==> config.mk <==
export PLATFORM = sky130hd
export DESIGN_NAME = pc_fetch_unit_flat
export DESIGN_NICKNAME = d
export VERILOG_FILES = /design/src/rtl/pc_fetch_unit_if.sv /design/src/rtl/pc_fetch_unit.sv /design/src/flat_wrapper.sv
export SDC_FILE = /design/constraint.sdc
export NUM_CORES = 1
export LEC_CHECK = 0
export BUFFER_PORTS_ARGS = -buffer_cell sky130_fd_sc_hd__buf_2
export CAP_MARGIN = 20
export CORE_MARGIN = 2
export CORE_UTILIZATION = 35
export CTS_CLUSTER_DIAMETER = 80
export DETAILED_ROUTE_END_ITERATION = 10
export GPL_ROUTABILITY_DRIVEN = 0
export PLACE_DENSITY = 0.67
export RECOVER_POWER = 25
export SYNTH_ARGS = -nofsm -noshare
export SYNTH_HDL_FRONTEND = slang
export SYNTH_SLANG_ARGS = --single-unit
==> constraint.sdc <==
create_clock -name clk -period 2.09 [get_ports clk]
set_clock_uncertainty 0.15 [all_clocks]
set_input_delay 0.209 -clock clk [delete_from_list [all_inputs] [get_ports clk]]
set_output_delay 0.209 -clock clk [all_outputs]
set_load 0.01 [all_outputs]
==> src/rtl/pc_fetch_unit_if.sv <==
// Fetch-unit bundle: pipeline control, instruction-memory handshake and fetched-instruction outputs.
// master = fetch unit, slave = surrounding pipeline/memory environment.
interface pc_fetch_unit_if;
  logic        stall;
  logic        jump;
  logic [31:0] jump_target;
  logic        branch_taken;
  logic [31:0] branch_target;
  logic        imem_req;
  logic [31:0] imem_addr;
  logic        imem_ready;
  logic [31:0] imem_rdata;
  logic        instr_valid;
  logic [31:0] instr;
  logic [31:0] instr_pc;
  logic [31:0] pc4;

  modport master (
    input  stall, jump, jump_target, branch_taken, branch_target,
    input  imem_ready, imem_rdata,
    output imem_req, imem_addr,
    output instr_valid, instr, instr_pc, pc4
  );

  modport slave (
    output stall, jump, jump_target, branch_taken, branch_target,
    output imem_ready, imem_rdata,
    input  imem_req, imem_addr,
    input  instr_valid, instr, instr_pc, pc4
  );
endinterface

==> src/rtl/pc_fetch_unit.sv <==
// PC sequencer + instruction fetch: captured instruction visible one cycle after imem handshake.
// stall parks the FSM in HOLD (no request, outputs held); redirects override stall and squash data.
module pc_fetch_unit #(
  parameter logic [31:0] RESET_PC = 32'h0000_0000
) (
  input logic             clk,
  input logic             rst_n,
  pc_fetch_unit_if.master bus
);

  typedef enum logic [1:0] {
    INIT  = 2'd0,
    FETCH = 2'd1,
    HOLD  = 2'd2
  } state_e;

  localparam logic [31:0] PC_ALIGN_MASK = 32'hFFFF_FFFC;
  localparam logic [31:0] RESET_PC_AL   = RESET_PC & PC_ALIGN_MASK;

  state_e      state_q, state_d;
  logic        run_q, run_d;
  logic [31:0] pc_q, pc_d;
  logic [31:0] instr_q, instr_d;
  logic [31:0] instr_pc_q, instr_pc_d;
  logic [31:0] pc4_q, pc4_d;
  logic        instr_valid_q, instr_valid_d;

  logic        redirect;
  logic        handshake;
  logic [31:0] redirect_target;
  logic [31:0] pc_inc;

  // run_q marks the edge that sampled reset release; INIT is the cycle that follows it.
  always_ff @(posedge clk or negedge rst_n) begin
    if (!rst_n) begin
      state_q       <= INIT;
      run_q         <= 1'b0;
      pc_q          <= RESET_PC_AL;
      instr_q       <= 32'h0;
      instr_pc_q    <= 32'h0;
      pc4_q         <= 32'h0;
      instr_valid_q <= 1'b0;
    end else begin
      state_q       <= state_d;
      run_q         <= run_d;
      pc_q          <= pc_d;
      instr_q       <= instr_d;
      instr_pc_q    <= instr_pc_d;
      pc4_q         <= pc4_d;
      instr_valid_q <= instr_valid_d;
    end
  end

  always_comb begin
    state_d       = state_q;
    run_d         = 1'b1;
    pc_d          = pc_q;
    instr_d       = instr_q;
    instr_pc_d    = instr_pc_q;
    pc4_d         = pc4_q;
    instr_valid_d = instr_valid_q;

    pc_inc          = pc_q + 32'd4;
    redirect        = (state_q != INIT) && (bus.jump || bus.branch_taken);
    handshake       = (state_q == FETCH) && bus.imem_ready;
    redirect_target = bus.jump ? (bus.jump_target & PC_ALIGN_MASK)
                               : (bus.branch_target & PC_ALIGN_MASK);

    case (state_q)
      INIT:    if (run_q) state_d = FETCH;
      FETCH:   state_d = bus.stall ? HOLD : FETCH;
      HOLD:    state_d = bus.stall ? HOLD : FETCH;
      default: state_d = INIT;
    endcase

    // Redirect wins over a same-cycle handshake: the returned word belongs to the wrong path.
    if (redirect) begin
      pc_d          = redirect_target;
      instr_valid_d = 1'b0;
    end else if (handshake) begin
      instr_d       = bus.imem_rdata;
      instr_pc_d    = pc_q;
      pc4_d         = pc_inc;
      instr_valid_d = 1'b1;
      pc_d          = pc_inc;
    end else if (state_q == FETCH) begin
      instr_valid_d = 1'b0;
    end
  end

  assign bus.imem_req    = (state_q == FETCH);
  assign bus.imem_addr   = pc_q;
  assign bus.instr_valid = instr_valid_q;
  assign bus.instr       = instr_q;
  assign bus.instr_pc    = instr_pc_q;
  assign bus.pc4         = pc4_q;

endmodule

==> src/flat_wrapper.sv <==
// flat-port wrapper written by rule: the top's interface ports become plain ports
module pc_fetch_unit_flat 
#(
  parameter logic [31:0] RESET_PC = 32'h0000_0000
)
  (clk, rst_n, bus_stall, bus_jump, bus_jump_target, bus_branch_taken, bus_branch_target, bus_imem_ready, bus_imem_rdata, bus_imem_req, bus_imem_addr, bus_instr_valid, bus_instr, bus_instr_pc, bus_pc4);
  pc_fetch_unit_if bus_i ();
  input logic clk;
  input logic rst_n;
  input wire logic [$bits(bus_i.stall)-1:0] bus_stall;
  input wire logic [$bits(bus_i.jump)-1:0] bus_jump;
  input wire logic [$bits(bus_i.jump_target)-1:0] bus_jump_target;
  input wire logic [$bits(bus_i.branch_taken)-1:0] bus_branch_taken;
  input wire logic [$bits(bus_i.branch_target)-1:0] bus_branch_target;
  input wire logic [$bits(bus_i.imem_ready)-1:0] bus_imem_ready;
  input wire logic [$bits(bus_i.imem_rdata)-1:0] bus_imem_rdata;
  output wire logic [$bits(bus_i.imem_req)-1:0] bus_imem_req;
  output wire logic [$bits(bus_i.imem_addr)-1:0] bus_imem_addr;
  output wire logic [$bits(bus_i.instr_valid)-1:0] bus_instr_valid;
  output wire logic [$bits(bus_i.instr)-1:0] bus_instr;
  output wire logic [$bits(bus_i.instr_pc)-1:0] bus_instr_pc;
  output wire logic [$bits(bus_i.pc4)-1:0] bus_pc4;
  assign bus_i.stall = bus_stall;
  assign bus_i.jump = bus_jump;
  assign bus_i.jump_target = bus_jump_target;
  assign bus_i.branch_taken = bus_branch_taken;
  assign bus_i.branch_target = bus_branch_target;
  assign bus_i.imem_ready = bus_imem_ready;
  assign bus_i.imem_rdata = bus_imem_rdata;
  assign bus_imem_req = bus_i.imem_req;
  assign bus_imem_addr = bus_i.imem_addr;
  assign bus_instr_valid = bus_i.instr_valid;
  assign bus_instr = bus_i.instr;
  assign bus_instr_pc = bus_i.instr_pc;
  assign bus_pc4 = bus_i.pc4;
  pc_fetch_unit #(.RESET_PC(RESET_PC)) u_core (.clk(clk), .rst_n(rst_n), .bus(bus_i));
endmodule
# After elaboration in Yosys (flattened, before gate mapping)
# Cells that the tools add are included.
[op_classes] add_sub_neg=1 n_eq_ne=3 n_mux=9 n_bitwise=1 n_reduce_logical=9
[ops] cell="$mux 32" n=3
[ops] cell="$add 32x3->32 const B" n=1
[ops] cell="$mux 2" n=2
[ops] cell="$pmux 2 s2" n=1
[ops] cell="$reduce_bool 2->1" n=2
[ops] cell="$mux 1" n=3
[ops] cell="$reduce_bool 3->1" n=1
[ops] cell="$eq 2x1->1 const B" n=1
[ops] cell="$eq 2x2->1 const B" n=1
[ops] cell="$logic_and 1x1->1" n=2
[ops] cell="$logic_not 2->1" n=1
[ops] cell="$ne 2x1->1 const B" n=1
[ops] cell="$reduce_and 2->1" n=1
[ops] cell="$reduce_or 2->1" n=1
[ops] cell="$logic_or 1x1->1" n=1
[ops] cell="$not 1->1" n=1
[word_totals] reg_bits=132 input_bits=102 output_inout_bits=130 wordCells=30

# Logic depth before layout (Yosys ltp)
[logic_depth] depth_word=4 mapped_depth=8 depth_no_buf=7

# Worst setup path before layout
# Ideal clock, no wire load.
[synth_path] path_kind="register -> register" start="register u_core.pc_q[2] (netlist: u_core.bus.imem_addr[2])" end="register u_core.pc4_q[30] (netlist: u_core.bus.pc4[30])" setup_time_ps=128 t_arrival_ps=1971 t_required_ps=1812 path_slack_ps=-159 path_stages_with_launch=8 path_buffers=1 synth_period_minus_slack_ps=2249 cell_sequence="dfrtp_1 > ha_1 > nand3_2 > or4_1 > buf_6 > nor4_4 > xnor2_1 > o21ai_2"
[synth_via] elab_chain_cells=1
[synth_rtl] item="start: declaration" line_no="pc_fetch_unit.sv:22" source="logic [31:0] pc_q, pc_d;"
[synth_rtl] item="start signal: assignment" line_no="pc_fetch_unit.sv:46" source="pc_q <= pc_d;"
[synth_rtl] item="$add 32x3->32" line_no="pc_fetch_unit.sv:63" source="pc_inc = pc_q + 32'd4;"
[synth_rtl] item="end signal: assignment" line_no="pc_fetch_unit.sv:49" source="pc4_q <= pc4_d;"
[synth_rtl] item="end: declaration" line_no="pc_fetch_unit.sv:25" source="logic [31:0] pc4_q, pc4_d;"
# No other way between the ends.
# A chain may end at the register's enable or synchronous reset.

# Final worst setup path
[layout_path] start="register u_core.state_q[1]" end="register u_core.pc_q[31] (netlist: u_core.bus.imem_addr[31])"
[layout_via] elab_chain_cells=3 word_cells_on_any_way=6 cone_classes="eq/ne: 1; mux: 1; reduce/logical: 4"
[layout_rtl] item="start: declaration" line_no="pc_fetch_unit.sv:20" source="state_e state_q, state_d;"
[layout_rtl] item="start signal: assignment" line_no="pc_fetch_unit.sv:44" source="state_q <= state_d;"
[layout_rtl] item="$eq 2x1->1 or $reduce_bool 2->1 (tied branches)" line_no="pc_fetch_unit.sv:65, pc_fetch_unit.sv:64"
[layout_rtl] item="$logic_and 1x1->1 (on tied branches)" line_no="pc_fetch_unit.sv:65, pc_fetch_unit.sv:64"
[layout_rtl] item="$reduce_bool 2->1 (no source line) or $mux 32 (tied branches)"
# Parallel ways exist; a longest one is shown, timed or not.

==> run metrics <==
status completed; CTS root buf clkbuf_16; CP Launch Type flop; layout cells sized above 1 a little over two fifths; # IOs between 200 and 250; # fillers approximately 1600; Netlist Area Pre-Place just over 6000 sq um; Max Fanout on Critical Path 7; first-pass iteration count of the detailed router 4; Hold Path Cell Cnt 4; DP Cell Count approximately 1000; final hold slack 0.0229 ns; Routed WL around 18000 um; Peak VDD IR 0.746 mV; Max-cap violations 0; synthesized flop and latch total about 130; Hold Path Origin bus_branch_target[24]; largest net degree at the start of global routing between 100 and 150; FF-to-FF setup slack 0.11 ns; sequential element share of the synthesized area 51.2%; Ys Warns 0; Final Setup Violations 0; worst rel slew slack between 20% and 30%; Hold Violations, Final 0; Worst-path clk slew approximately 0.060 ns; Max Freq about 0.50 GHz; slew at the pin with the worst max-slew slack 1.17 ns; initial antenna violation count 0; fin nets between 900 and 1000; H-tree levels 4; Rows 48; Required @ worst endpoint roughly 2.3 ns; first-pass GRT wire length between 20000 and 30000 um; Finished Core Util a little over half; RR Endpoint u_core.bus.imem_addr[31]$_DFFE_PN0P_; period utilization 95.0%; syn_area_per_cell ~11 sq um; share of the synthesized area in the top cell type 51.2%; overall routing resource usage between 10% and 20%; Leak Pwr ~4.2 nW; depth of the most critical reg-to-reg path 7; number of global-route vias before repair 5231; CP startpoint u_core.state_q[1]$_DFFE_PN0P_; Sink Count 126; power density cells between 1500 and 2000 nW/um^2; Synth area leaders dfrtp_1 51%, mux2_2 12%, xor2_1 4.1%; CTS max path bufs 2; Critical Path AT between 2 and 2.5 ns; total grt overflow 0; Initial Util a little over a third; crit path to u_core.bus.imem_addr[31]$_DFFE_PN0P_; commonest non-fill, non-tap cell in the layout buf_2; starting DRC count in detailed routing 172; Die Span X approximately 140 um; cts bufs inserted 17; Worst Hold Class in2reg; Die Span Y between 100 and 150 um; core box area between 15000 and 20000 sq um; Max Slew Vio Count 0; Clk Latency, worst-skew pair between 0.4 and 0.5 ns; distinct cell type count after synthesis 39; Layout area overhead 49.2%; commonest non-fill, non-tap cells in the layout 220 x buf_2, 124 x dfrtp_1, 66 x dlygate4sd3_1; fin crit period around 2.0 ns; post-route insts no fill between 1000 and 1500; antenna diode count 0; post-CTS setup buffers 0; CP Capture Type flop; worst r2r src u_core.state_q[1]$_DFFE_PN0P_; drt wl/cell ~16 um; vias per cell 4.75; Vias about 5300; CP Class reg2reg; leading area contributor after synthesis dfrtp_1; Final ANT Viol Nets 0; dpl hpwl 12300 um; drc violations 0; RSZ-0062 raised after global routing yes; port bufs between 200 and 250; Syn Inst Count 560; CTS tree done; die area 18700 sq um
==> sequential cells by signal (all words and copies together), names as in the netlist <==
signal	count
u_core.bus.imem_addr	30
u_core.bus.instr	32
u_core.bus.instr_pc	30
u_core.bus.instr_valid	1
u_core.bus.pc4	30
u_core.run_q	1
u_core.state_q	2
==> layer usage <==
layer | vias up | routed length [um] | GRT usage, %
li1 | 2594 | - | -
met1 | 2555 | 7870 | 23.5
met2 | 162 | 8900 | 33.1
met3 | 13 | 990 | 5.00
met4 | 0 | 199 | 5.96
met5 | - | 0 | 0
==> timing repair <==
item,4_1_cts,5_1_grt
gates resized for setup,1,7
cloned,0,0
hold buffers,66,0
endpoints found under the setup margin,1,16
hold endpoints to repair,188,0
pin swaps,0,4
==> synthesized netlist by cell type <==
master and count:
buf_6 2, a21oi_1 26, o21ai_1 2, nand4_2 2
nor4_1 4, nor4_2 1, nand3_2 1, xnor2_1 27
o21ai_0 32, mux2_2 63, nor4_4 3, nor3_1 10
or3_1 2, dfrtp_1 126, o21bai_1 1, xor2_1 29
nand4_1 14, ha_1 5, nor2b_1 29, nand4_4 1
a31oi_1 2, a211oi_1 28, and4_1 2, buf_2 13
buf_4 6, nor2_1 11, inv_1 4, buf_1 3
conb_1 2, and2_1 4, or4_1 1, and3_1 6
o21ai_2 1, a22oi_1 1, mux2i_1 2, clkbuf_1 24
nand2_1 53, nor4b_4 1, nand3_1 16
==> cell type report <==
type	count	area [sq um]	share of cell area [%]
clock buffer	22	474	5.16
clock inverter	10	160	1.74
inverter	4	15.0	0.163
multi-input combinational	387	2830	30.8
sequential	126	3160	34.3
tap	225	282	3.06
timing repair buffer	346	2270	24.7
==> critical path: stages, from the launching register on <==
cell and delay, ns:
dfrtp_1 0.39, inv_1 0.10, ha_1 0.24, and2_4 0.19, buf_4 0.16, nand3_1 0.13, or3_1 0.36, a31oi_1 0.17
==> power by group <==
group	switching, W	total [W]	internal (W)
Combinational	0.00337	0.00635	0.00298
Sequential	0.000714	0.00439	0.00368
Clock	0.00107	0.00316	0.00208
==> kinds of logic after synthesis <==
logic type                 synth area share [%]
AOI/OAI and AO/OA                          8.88
xor gates and xnor gates                   7.96
adders and majority gates                  1.02
buffers and inverters                      4.04
DFF                                        51.2
muxes                                      11.8
other                                     0.122
and+or+nand+nor                            15.0
==> worst min-delay path by stage <==
| stage | endpoint | slack [ns] |
|---|---|---|
| 2_1_floorplan | u_core.bus.imem_addr[10]$_DFFE_PN0P_ | -0.24 |
| 3_3_place_gp | u_core.bus.instr[28]$_DFFE_PN0P_ | 0.20 |
| 4_1_cts | u_core.bus.imem_addr[25]$_DFFE_PN0P_ | 0.008 |
| 3_5_place_dp | u_core.bus.instr[28]$_DFFE_PN0P_ | 0.21 |
| 5_1_grt | u_core.bus.imem_addr[9]$_DFFE_PN0P_ | 0.03 |
| 6_report | u_core.bus.imem_addr[24]$_DFFE_PN0P_ | 0.02 |
==> per-stage QoR <==
stage	area, sq um	setup TNS (ns)	setup WS [ns]	power, W
after detailed placement	7890	0	0.0221	0.0107
after global placement	7890	0	0.0501	0.0106
after floorplan	6190	-0.0295	-0.0295	0.00788
after global routing	9190	-0.0359	-0.0224	0.0149
after CTS	9180	0	0.00942	0.0140
final	9190	0	0.105	0.0139
(Power assumes the default switching activity.)
